$ cat src/rtl/cla_mp_sequencer_if.sv
// rtl/cla_mp_sequencer_if.sv - operand/result handshake bundle for cla_mp_sequencer
//
// Purpose: groups the operand-side and result-side handshakes of the
//          multi-precision adder sequencer.
// Signals:
//   in_valid / in_ready     operand set offered / accepted (IDLE only)
//   op_a, op_b              16*WORDS-bit addends, word 0 = bits [15:0]
//   carry_in                carry into word 0
//   out_valid / out_ready   result presented / consumed
//   sum, carry_out          16*WORDS-bit result and carry out of top word
//   busy                    high while an operation is in RUN or DONE
//   overflow                signed overflow of top word (only with
//                           CLA_MP_SEQUENCER_OVF_EN defined)
// Modports: master = producer/consumer side, slave = sequencer side.
interface cla_mp_sequencer_if #(
    parameter int WORDS = 4
);
    logic                  in_valid;
    logic                  in_ready;
    logic [16*WORDS-1:0]   op_a;
    logic [16*WORDS-1:0]   op_b;
    logic                  carry_in;
    logic                  out_valid;
    logic                  out_ready;
    logic [16*WORDS-1:0]   sum;
    logic                  carry_out;
    logic                  busy;
`ifdef CLA_MP_SEQUENCER_OVF_EN
    logic                  overflow;
`endif

    modport master (
        output in_valid, op_a, op_b, carry_in, out_ready,
`ifdef CLA_MP_SEQUENCER_OVF_EN
        input  overflow,
`endif
        input  in_ready, out_valid, sum, carry_out, busy
    );

    modport slave (
        input  in_valid, op_a, op_b, carry_in, out_ready,
`ifdef CLA_MP_SEQUENCER_OVF_EN
        output overflow,
`endif
        output in_ready, out_valid, sum, carry_out, busy
    );
endinterface

$ cat src/rtl/cla_mp_sequencer.sv
// rtl/cla_mp_sequencer.sv - word-serial multi-precision adder around one 16-bit CLA
//
// Purpose: adds two 16*WORDS-bit operands one 16-bit word per cycle using a
//          single carry-lookahead adder, with a valid/ready handshake on both
//          the operand and the result side.
// Ports:
//   clk     rising-edge clock
//   rst_n   asynchronous active-low reset
//   bus     cla_mp_sequencer_if.slave (in_valid/in_ready/op_a/op_b/carry_in,
//           out_valid/out_ready/sum/carry_out/busy[/overflow])
// Configuration:
//   CLA_MP_SEQUENCER_OVF_EN  when defined, bus.overflow reports two's-complement
//                            overflow of the top word alongside the result.

module cla_adder16 (
    output logic [15:0] sum,
    output logic        carry_out,
    input  logic [15:0] a,
    input  logic [15:0] b,
    input  logic        carry_in
);
    logic [15:0] w_g;
    logic [15:0] w_p;
    logic [3:0]  w_gg;
    logic [3:0]  w_gp;
    logic [4:0]  w_gc;
    logic [16:0] w_c;

    assign w_g = a & b;
    assign w_p = a ^ b;

    // Group generate/propagate per nibble, then group carries by lookahead;
    // bit carries inside a nibble start from the group carry-in.
    always_comb begin
        w_gg = '0;
        w_gp = '0;
        w_gc = '0;
        w_c  = '0;
        for (int k = 0; k < 4; k++) begin
            w_gg[k] = w_g[4*k+3]
                    | (w_p[4*k+3] & w_g[4*k+2])
                    | (w_p[4*k+3] & w_p[4*k+2] & w_g[4*k+1])
                    | (w_p[4*k+3] & w_p[4*k+2] & w_p[4*k+1] & w_g[4*k]);
            w_gp[k] = &w_p[4*k +: 4];
        end
        w_gc[0] = carry_in;
        for (int k = 0; k < 4; k++) begin
            w_gc[k+1] = w_gg[k] | (w_gp[k] & w_gc[k]);
        end
        for (int k = 0; k < 4; k++) begin
            w_c[4*k] = w_gc[k];
            for (int j = 0; j < 3; j++) begin
                w_c[4*k+j+1] = w_g[4*k+j] | (w_p[4*k+j] & w_c[4*k+j]);
            end
        end
        w_c[16] = w_gc[4];
    end

    assign sum       = w_p ^ w_c[15:0];
    assign carry_out = w_c[16];
endmodule

module cla_mp_sequencer #(
    parameter int WORDS = 4
) (
    input  logic                    clk,
    input  logic                    rst_n,
    cla_mp_sequencer_if.slave       bus
);
    localparam int                 W     = 16 * WORDS;
    localparam int                 IDX_W = $clog2(WORDS);
    localparam logic [IDX_W-1:0]   LAST  = IDX_W'(WORDS - 1);

    typedef enum logic [1:0] {
        S_IDLE = 2'd0,
        S_RUN  = 2'd1,
        S_DONE = 2'd2
    } state_t;

    state_t           r_state;
    state_t           w_next_state;
    logic [W-1:0]     r_a;
    logic [W-1:0]     r_b;
    logic [W-1:0]     r_sum;
    logic             r_carry;      // running carry between words
    logic             r_carry_out;  // published carry, only touched on last word
    logic [IDX_W-1:0] r_idx;

    logic             w_in_ready;
    logic             w_out_valid;
    logic             w_busy;
    logic             w_capture;
    logic             w_step;
    logic [15:0]      w_a_word;
    logic [15:0]      w_b_word;
    logic [15:0]      w_sum_word;
    logic             w_cout;

    cla_adder16 u_add (
        .sum       (w_sum_word),
        .carry_out (w_cout),
        .a         (w_a_word),
        .b         (w_b_word),
        .carry_in  (r_carry)
    );

    // Select word r_idx of the captured operands.
    always_comb begin
        w_a_word = '0;
        w_b_word = '0;
        for (int k = 0; k < WORDS; k++) begin
            if (r_idx == IDX_W'(k)) begin
                w_a_word = r_a[16*k +: 16];
                w_b_word = r_b[16*k +: 16];
            end
        end
    end

    always_ff @(posedge clk or negedge rst_n) begin
        if (!rst_n) begin
            r_state <= S_IDLE;
        end else begin
            r_state <= w_next_state;
        end
    end

    always_comb begin
        w_next_state = r_state;
        w_in_ready   = 1'b0;
        w_out_valid  = 1'b0;
        w_busy       = 1'b0;
        w_capture    = 1'b0;
        w_step       = 1'b0;
        case (r_state)
            S_IDLE: begin
                w_in_ready = 1'b1;
                if (bus.in_valid) begin
                    w_capture    = 1'b1;
                    w_next_state = S_RUN;
                end
            end
            S_RUN: begin
                w_busy = 1'b1;
                w_step = 1'b1;
                if (r_idx == LAST) begin
                    w_next_state = S_DONE;
                end
            end
            S_DONE: begin
                w_busy      = 1'b1;
                w_out_valid = 1'b1;
                if (bus.out_ready) begin
                    w_next_state = S_IDLE;
                end
            end
            default: begin
                w_next_state = S_IDLE;
            end
        endcase
    end

    always_ff @(posedge clk or negedge rst_n) begin
        if (!rst_n) begin
            r_a         <= '0;
            r_b         <= '0;
            r_sum       <= '0;
            r_carry     <= 1'b0;
            r_carry_out <= 1'b0;
            r_idx       <= '0;
        end else if (w_capture) begin
            r_a     <= bus.op_a;
            r_b     <= bus.op_b;
            r_carry <= bus.carry_in;
            r_idx   <= '0;
        end else if (w_step) begin
            r_carry <= w_cout;
            for (int k = 0; k < WORDS; k++) begin
                if (r_idx == IDX_W'(k)) begin
                    r_sum[16*k +: 16] <= w_sum_word;
                end
            end
            if (r_idx == LAST) begin
                r_idx       <= '0;
                r_carry_out <= w_cout;
            end else begin
                r_idx <= r_idx + 1'b1;
            end
        end
    end

`ifdef CLA_MP_SEQUENCER_OVF_EN
    // Carry into the sign bit is recovered from a^b^sum at bit 15 of the top word.
    logic r_ovf;

    always_ff @(posedge clk or negedge rst_n) begin
        if (!rst_n) begin
            r_ovf <= 1'b0;
        end else if (w_step && (r_idx == LAST)) begin
            r_ovf <= (w_a_word[15] ^ w_b_word[15] ^ w_sum_word[15]) ^ w_cout;
        end
    end

    assign bus.overflow = r_ovf;
`endif

    assign bus.in_ready  = w_in_ready;
    assign bus.out_valid = w_out_valid;
    assign bus.busy      = w_busy;
    assign bus.sum       = r_sum;
    assign bus.carry_out = r_carry_out;
endmodule

$ cat src/flat_wrapper.sv
// flat-port wrapper written by rule: the top's interface ports become plain ports
module cla_mp_sequencer_flat 
#(
    parameter int WORDS = 4
)
  (clk, rst_n, bus_in_valid, bus_op_a, bus_op_b, bus_carry_in, bus_out_ready, bus_in_ready, bus_out_valid, bus_sum, bus_carry_out, bus_busy);
  cla_mp_sequencer_if #(.WORDS(WORDS)) bus_i ();
  input  logic clk;
  input  logic rst_n;
  input wire logic [$bits(bus_i.in_valid)-1:0] bus_in_valid;
  input wire logic [$bits(bus_i.op_a)-1:0] bus_op_a;
  input wire logic [$bits(bus_i.op_b)-1:0] bus_op_b;
  input wire logic [$bits(bus_i.carry_in)-1:0] bus_carry_in;
  input wire logic [$bits(bus_i.out_ready)-1:0] bus_out_ready;
  output wire logic [$bits(bus_i.in_ready)-1:0] bus_in_ready;
  output wire logic [$bits(bus_i.out_valid)-1:0] bus_out_valid;
  output wire logic [$bits(bus_i.sum)-1:0] bus_sum;
  output wire logic [$bits(bus_i.carry_out)-1:0] bus_carry_out;
  output wire logic [$bits(bus_i.busy)-1:0] bus_busy;
  assign bus_i.in_valid = bus_in_valid;
  assign bus_i.op_a = bus_op_a;
  assign bus_i.op_b = bus_op_b;
  assign bus_i.carry_in = bus_carry_in;
  assign bus_i.out_ready = bus_out_ready;
  assign bus_in_ready = bus_i.in_ready;
  assign bus_out_valid = bus_i.out_valid;
  assign bus_sum = bus_i.sum;
  assign bus_carry_out = bus_i.carry_out;
  assign bus_busy = bus_i.busy;
  cla_mp_sequencer #(.WORDS(WORDS)) u_core (.clk(clk), .rst_n(rst_n), .bus(bus_i));
endmodule
$ cat config.mk
export PLATFORM = sky130hd
export DESIGN_NAME = cla_mp_sequencer_flat
export DESIGN_NICKNAME = d
export VERILOG_FILES = /design/src/rtl/cla_mp_sequencer_if.sv /design/src/rtl/cla_mp_sequencer.sv /design/src/flat_wrapper.sv
export SDC_FILE = /design/constraint.sdc
export NUM_CORES = 1
export LEC_CHECK = 0
export CORE_MARGIN = 5
export CORE_UTILIZATION = 46
export DETAILED_ROUTE_END_ITERATION = 6
export PLACE_DENSITY = 0.86
export SKIP_LAST_GASP = 1
export SYNTH_ARGS = -nofsm -noshare
export SYNTH_HDL_FRONTEND = slang
export SYNTH_SLANG_ARGS = --single-unit
export TNS_END_PERCENT = 1
$ cat constraint.sdc
create_clock -name clk -period 3.96 [get_ports clk]
set_input_delay 0.792 -clock clk [delete_from_list [all_inputs] [get_ports clk]]
set_output_delay 0.792 -clock clk [all_outputs]
set_load 0.05 [all_outputs]
== Word-level counts from Yosys, hierarchy flattened ==
Index checks and enable logic that the tools add are counted.

* Bits of input ports: 133
* Logic and storage cells: 123
* Register bits after elaboration: 198

* Bitwise gates (word level): 68
* Muxes and demuxes: 23
* Reductions and logical operators: 13
* Equal/unequal tests: 8
* Add/subtract/negate cells: 1

{| class="wikitable"
|+ Operators by type and width
! kind !! count
|-
| $mux W16 || 8
|-
| $and A1 B1 Y1 || 36
|-
| $xor A16 B16 Y16 || 2
|-
| $or A1 B1 Y1 || 28
|-
| $and A16 B16 Y16 || 1
|-
| $reduce_and A4 Y1 || 4
|-
| $reduce_and A3 Y1 || 5
|-
| $mux W2 || 6
|-
| $mux W1 || 8
|-
| $eq A2 B2 Y1 const B || 3
|-
| $pmux W2 S3 || 1
|-
| $eq A2 B1 Y1 const B || 2
|-
| $logic_not A2 Y1 || 2
|-
| $ne A2 B2 Y1 const B || 2
|-
| $add A2 B1 Y2 const B || 1
|-
| $ne A2 B1 Y1 const B || 1
|-
| $reduce_bool A2 Y1 || 1
|-
| $reduce_or A2 Y1 || 1
|-
| $not A1 Y1 || 1
|}

== Logic depth before layout (Yosys ltp) ==
* Depth in word-level cells: 22
* Gate-level depth with buffers: 20
* Gate-level depth less buffers: 18

== Cells and area by module ==
A second synthesis with hierarchy kept.

* Cell total of the unflattened synthesis: 725
* Area, all modules: 9,670.5 um2

{| class="wikitable"
|+ By module, submodules not included
! module !! area each (um2) !! cells each !! times used !! seq. area each (um2)
|-
| cla_mp_sequencer || 8,977.4 || 653 || 1 || 4,954.8
|-
| cla_adder16 || 693.2 || 72 || 1 || 0.0
|}

== Worst setup path before layout ==
OpenSTA, ideal clock, no wires.

* Path kind: register to register
* From: register u_core.r_idx[0]
* To: register u_core.r_sum[15] (netlist: u_core.bus.sum[15])
* Stages on the path, launching flop included: 18
* Arrival: 3.916 ns
* Data required time: 3.828 ns
* Path slack: -0.088 ns
* Library setup time: 0.132 ns
* Path through: dfrtp_1 ha_1 buf_4 clkbuf_1 nand3b_1 a21oi_1 a21oi_1 o21ai_0 ha_1 and3_1 and3_1 o31a_1 nor3b_1 fa_1 fa_1 fa_1 xor2_1 o21ai_0

* Longest elaborated chain between the ends: 22

{| class="wikitable"
|+ RTL lines
! item !! line !! text
|-
| from (decl) || cla_mp_sequencer.sv:87 || <nowiki>logic [IDX_W-1:0] r_idx;</nowiki>
|-
| from (signal assigned) || cla_mp_sequencer.sv:186 || <nowiki>r_idx <= r_idx + 1'b1;</nowiki>
|-
| $logic_not A2 Y1 || cla_mp_sequencer.sv:112, cla_mp_sequencer.sv:178 ||
|-
| $mux W16 (4 in series) || cla_mp_sequencer.sv:112 || <nowiki>if (r_idx == IDX_W'(k)) begin</nowiki>
|-
| $xor A16 B16 Y16 or $and A16 B16 Y16 (tied branches) || cla_mp_sequencer.sv:30, cla_mp_sequencer.sv:29 ||
|-
| $and A1 B1 Y1 (on tied branches) || cla_mp_sequencer.sv:41, cla_mp_sequencer.sv:42, cla_mp_sequencer.sv:43 ||
|-
| $or A1 B1 Y1, or another cell as far along || cla_mp_sequencer.sv:41 || <nowiki>| (w_p[4*k+3] & w_g[4*k+2])</nowiki>
|-
| $or A1 B1 Y1 or $and A1 B1 Y1 (tied branches) || cla_mp_sequencer.sv:42, cla_mp_sequencer.sv:43 ||
|-
| $or A1 B1 Y1 || cla_mp_sequencer.sv:43 || <nowiki>| (w_p[4*k+3] & w_p[4*k+2] & w_p[4*k+1] & w_g[4*k]);</nowiki>
|-
| $or A1 B1 Y1 || cla_mp_sequencer.sv:48 || <nowiki>w_gc[k+1] = w_gg[k] | (w_gp[k] & w_gc[k]);</nowiki>
|-
| (+3 left out) || n/a ||
|-
| $or A1 B1 Y1 || cla_mp_sequencer.sv:48 ||
|-
| $and A1 B1 Y1 || cla_mp_sequencer.sv:53 || <nowiki>w_c[4*k+j+1] = w_g[4*k+j] | (w_p[4*k+j] & w_c[4*k+j]);</nowiki>
|-
| $or A1 B1 Y1 || cla_mp_sequencer.sv:53 ||
|-
| $and A1 B1 Y1 || cla_mp_sequencer.sv:53 ||
|-
| $or A1 B1 Y1 || cla_mp_sequencer.sv:53 ||
|-
| $and A1 B1 Y1 || cla_mp_sequencer.sv:53 ||
|-
| $or A1 B1 Y1 || cla_mp_sequencer.sv:53 ||
|-
| $xor A16 B16 Y16 || cla_mp_sequencer.sv:59 || <nowiki>assign sum = w_p ^ w_c[15:0];</nowiki>
|-
| to (signal, indexed assignment) || cla_mp_sequencer.sv:179 || <nowiki>r_sum[16*k +: 16] <= w_sum_word;</nowiki>
|-
| to (decl) || cla_mp_sequencer.sv:84 || <nowiki>logic [W-1:0] r_sum;</nowiki>
|}

Parallel ways exist; a longest one is shown, timed or not.
A chain may end at the register's enable or synchronous reset.

== Final worst setup path ==
* From: register u_core.r_idx[0]
* To: register u_core.r_sum[26] (netlist: u_core.bus.sum[26])

* Longest elaborated chain between the ends: 18

{| class="wikitable"
|+ RTL lines
! item !! line !! text
|-
| $logic_not A2 Y1 || cla_mp_sequencer.sv:112 ||
|-
| $mux W16 (4 in series) || cla_mp_sequencer.sv:112 ||
|-
| $xor A16 B16 Y16 or $and A16 B16 Y16 (tied branches) || cla_mp_sequencer.sv:30, cla_mp_sequencer.sv:29 ||
|-
| $and A1 B1 Y1 (on tied branches) || cla_mp_sequencer.sv:41, cla_mp_sequencer.sv:42, cla_mp_sequencer.sv:43 ||
|-
| $or A1 B1 Y1, or another cell as far along || cla_mp_sequencer.sv:41 ||
|-
| $or A1 B1 Y1 or $and A1 B1 Y1 (tied branches) || cla_mp_sequencer.sv:42, cla_mp_sequencer.sv:43 ||
|-
| $or A1 B1 Y1 || cla_mp_sequencer.sv:43 ||
|-
| $or A1 B1 Y1 || cla_mp_sequencer.sv:48 ||
|-
| $and A1 B1 Y1 || cla_mp_sequencer.sv:48 ||
|-
| $or A1 B1 Y1 || cla_mp_sequencer.sv:48 ||
|-
| $and A1 B1 Y1 || cla_mp_sequencer.sv:53 ||
|-
| $or A1 B1 Y1 || cla_mp_sequencer.sv:53 ||
|-
| $and A1 B1 Y1 || cla_mp_sequencer.sv:53 ||
|-
| $or A1 B1 Y1 || cla_mp_sequencer.sv:53 ||
|-
| $xor A16 B16 Y16 * || cla_mp_sequencer.sv:59 ||
|-
| net u_core.u_add.sum[10] || cla_mp_sequencer.sv:16 || <nowiki>output logic [15:0] sum,</nowiki>
|}

Mark *: on every way through the listed nets, which the timed path passes. The rest lies on a longest branch.

==> results.py <==
metrics = {
    "run_status": {
        "status": "complete, but fails checks",
        "violations": "setup timing",
    },
    "flow_run": {
        "cap_violations": 0,
    },
    "die": {
        "dieWidth_um": 152,
        "die_height_um": 152,
        "io_pins": 201,
        "core_mm2": 0.0201,
        "initial_core_util_pct": 46.3,
        "fp-row-count": 52,
        "dieArea_mm2": 0.0232,
    },
    "setup_path": {
        "path_class": "flip-flop to flip-flop",
        "rrSetupSlack_ns": -0.12,
        "crit_arrival_ns": 4.41,
        "path_cells": "ha_4 -> buf_4 -> nand3b_1 -> a21oi_1 -> a21oi_2 -> o21ai_0 -> ha_1 -> and3_2 -> a221o_1 -> buf_4 -> a31oi_4 -> fa_2 -> fa_2 -> inv_2 -> fa_2 -> mux2_4",
        "reg2reg_to": "u_core.bus.sum[26]",
        "end_kind": "flip-flop",
        "critPathMostFrequentCell": "fa_2",
        "slowest_stage": "fa_2",
        "critPathMaxFanout": 8,
        "r2r_start": "u_core.r_idx[0]",
        "cp-start-kind": "flip-flop",
        "cp_data_required_time_ns": 4.29,
        "critPathMaxStageDelay_ns": 0.50,
        "rr_worst_depth": 16,
    },
    "sta": {
        "relSlewSlack_pct": 30.0,
        "fmax_mhz": 245,
        "setup_ws_ns": -0.122,
        "worst_slew_pin_slew_ns": 1.05,
        "layout_min_cycle_time_ns": 4.08,
        "finalClockSkew_ns": 0.0116,
        "drv_slew": 0,
        "rsz0062_at_grt": "yes",
        "fin_crit_sh_pct": 103,
        "finalHoldViolations": 0,
        "setup_viol": 16,
    },
    "route": {
        "firstDrtPassIters": 5,
        "viasPerCell": 5.26,
        "num_vias": 8340,
        "postRouteAntennaNets": 0,
        "drt_wl_total_um": 27400,
        "drc_errors": 0,
        "drt_iter0_markers": 725,
        "post_drt_wl_per_cell_um": 17.3,
    },
    "power_and_ir_drop": {
        "power_density_mw_per_mm2": 936,
        "ir_drop_mv": 0.556,
        "p_leak_nw": 6.20,
    },
    "cts": {
        "insertion_delay_ns": 0.45,
        "path_clk_slew_ns": 0.07,
        "htree_levels": 4,
        "cts.sinks": 198,
        "cts_buffers": 17,
        "root_buffer": "clkbuf_16",
        "cts_tree": "done",
        "cts_buffer_depth": 2,
        "hold_buffers": 0,
    },
    "place": {
        "place_congestion": 0.904,
        "hpwl_um": 19500,
        "numPortBuffers": 200,
        "pre_cts_slack_ns": -0.223,
    },
    "logic_synthesis": {
        "ys_seq_area_share_pct": 53.2,
        "synthMuxAreaShare_pct": 1.20,
        "synth_ff_type": "dfrtp_1",
        "postSynthAreaPerCell_um2": 8.58,
        "synth_top_area_share_pct": 53.2,
        "ys_top_cells_by_area": "dfrtp_1 (53%), nand2_1 (20%), a21oi_1 (4.8%)",
        "synth_nets": 1254,
        "synth-compound-area-share_pct": 10.8,
        "synth_seq_cells": 198,
        "yosysUniqueCellTypes": 38,
        "yosysWarnings": 0,
        "netlist_instances": 1086,
        "synth_top_family_by_area": "simple AND/OR/NAND/NOR gates",
        "synth_top_cell_by_area": "dfrtp_1",
        "netlist_area_mm2": 0.00931,
        "synth-simple-area-share_pct": 24.9,
        "synth-edff-count": 0,
        "synthAdderAreaFrac_pct": 5.67,
        "async_flop_share_pct": 100,
        "synthXorXnorAreaFrac_pct": 0.376,
    },
    "layout": {
        "nets": 1472,
        "multiInputGateArea_mm2": 0.00433,
        "n_antenna_cell": 0,
        "drive_gt1_share_pct": 13.7,
        "fin_util_pct": 64.2,
        "syn2layout_area_growth_pct": 38.6,
        "regArea_mm2": 0.00495,
        "n_fill_cell": 1529,
    },
    "worst_hold_path": {
        "hp-class": "input pin to asynchronous set/reset pin",
    },
    "grt": {
        "grt_usage_pct": 22.7,
        "grt_max_degree": 107,
        "grt_pass1_wl_um": 42600,
        "grt_overflow": 0,
        "antenna_found_initial": 0,
        "first_global_vias": 8282,
    },
}
[worst max path at each step]
stage / from / to / slack [ns] / cells after the start
2_1_floorplan: u_core.r_idx[0] / u_core.bus.sum[15] / 0.004 / 18
3_3_place_gp: u_core.r_idx[1] / u_core.bus.sum[26] / -0.17 / 18
3_5_place_dp: u_core.r_idx[1] / u_core.bus.sum[26] / -0.22 / 18
4_1_cts: u_core.r_idx[1] / u_core.bus.sum[63] / -0.01 / 18
5_1_grt: u_core.r_idx[0] / u_core.bus.sum[59] / -0.22 / 18
6_report: u_core.r_idx[0] / u_core.bus.sum[26] / -0.12 / 16
[metrics by stage]
step           hold slack (ns)  setup TNS (ns)  power [W]  area, um^2  std cells
5_1_grt                  0.500           -3.13     0.0129       12900       1587
2_1_floorplan            0.446               0    0.00723        9320       1086
3_5_place_dp             0.463           -2.55    0.00959       11800       1540
4_1_cts                  0.481         -0.0196     0.0115       12500       1574
6_report                 0.452          -0.882     0.0121       12900       1587
3_3_place_gp             0.458           -1.28    0.00937       11800       1540
[synth_stat cells (3+ instances only)]
| cell | number |
|---|---|
| a21o_1 | 19 |
| a21oi_1 | 89 |
| and3_1 | 3 |
| buf_2 | 42 |
| clkbuf_1 | 22 |
| dfrtp_1 | 198 |
| fa_1 | 12 |
| ha_1 | 23 |
| inv_1 | 11 |
| mux2_2 | 9 |
| nand2_1 | 494 |
| nand3_1 | 8 |
| nand3b_1 | 30 |
| nor2_1 | 25 |
| nor3_1 | 3 |
| o21ai_0 | 66 |
| o21ai_1 | 3 |
[critical path: cells and delay by family, from the launching register on]
kind / cells / cell delay [ns]
AO/OA/AOI/OAI: 5 / 1.01
buffers and inverters: 3 / 0.37
adder cells (fa/ha/maj): 5 / 1.45
multiplexers: 1 / 0.29
flip-flops: 1 / 0.44
AND/OR/NAND/NOR: 2 / 0.38
[registers in the layout, summed over array words and instances, names as in the netlist]
signal	flops
u_core.r_state	2
u_core.r_carry	1
u_core.r_b	64
u_core.r_idx	2
u_core.r_a	64
u_core.bus.carry_out	1
u_core.bus.sum	64
[logic make-up (layout without fill, tap and decap cells)]
logic type      Yosys count  count (layout)
xor+xnor                  4               4
compound gates          186             186
mux                      10              10
fa+ha+maj                35              35
simple gates            573             573
buf+inv                  80             311
flops                   198             198
[area by class of cell]
class | count | share of cell area [%]
flip-flops and latches | 198 | 38.4
inverters | 11 | 0.320
clock buffers | 19 | 3.51
well taps | 270 | 2.62
multi-input cells | 808 | 33.5
repair buffers | 268 | 20.7
clock inverters | 13 | 0.960
[repair_timing]
| action | CTS | global route |
|---|---|---|
| cloned | 1 | 2 |
| gates resized for setup | 16 | 75 |
| endpoints found under the setup margin | 19 | 24 |
| pin swaps | 7 | 29 |
| setup buffers | 1 | 11 |
[metal layers]
metal / up-vias / routed length (um) / track usage (%)
met4: 0 / 692 / 7.15
met2: 377 / 13000 / 36.7
met1: 3970 / 11600 / 30.7
li1: 3939 / - / -
met5: - / 0 / 0
met3: 54 / 2060 / 5.31
[power breakdown]
| part | internal, W | switching [W] | total (W) | leakage [nW] |
|---|---|---|---|---|
| combinational | 0.00271 | 0.00407 | 0.00678 | 3.44 |
| clock | 0.000909 | 0.000798 | 0.00171 | 0.275 |
| sequential | 0.00293 | 0.000660 | 0.00359 | 2.49 |
[cells in the final DEF, fill, tap and decap left out, types with 2 or more instances in the layout]
master and instances:
inv_2 4, clkbuf_8 3, ha_4 7, clkdlybuf4s50_1 199
ha_1 15, nand2_2 4, xnor2_1 2, dfrtp_1 198
nand3_1 7, nand3b_1 30, fa_1 4, nand4_1 2
a21oi_2 24, buf_12 6, o21ai_0 56, fa_2 8
nand2_1 489, a21o_1 19, nor2_1 19, o21ai_2 7
nor3_1 3, inv_1 7, and2_4 2, buf_6 5
a22oi_1 2, mux2_2 8, inv_8 2, clkinv_4 2
o21ai_1 6, nor2_2 6, clkinvlp_4 4, o21a_1 2
clkinv_2 3, a21oi_1 65, clkbuf_16 19, buf_4 53
(Power assumes the default switching activity.)
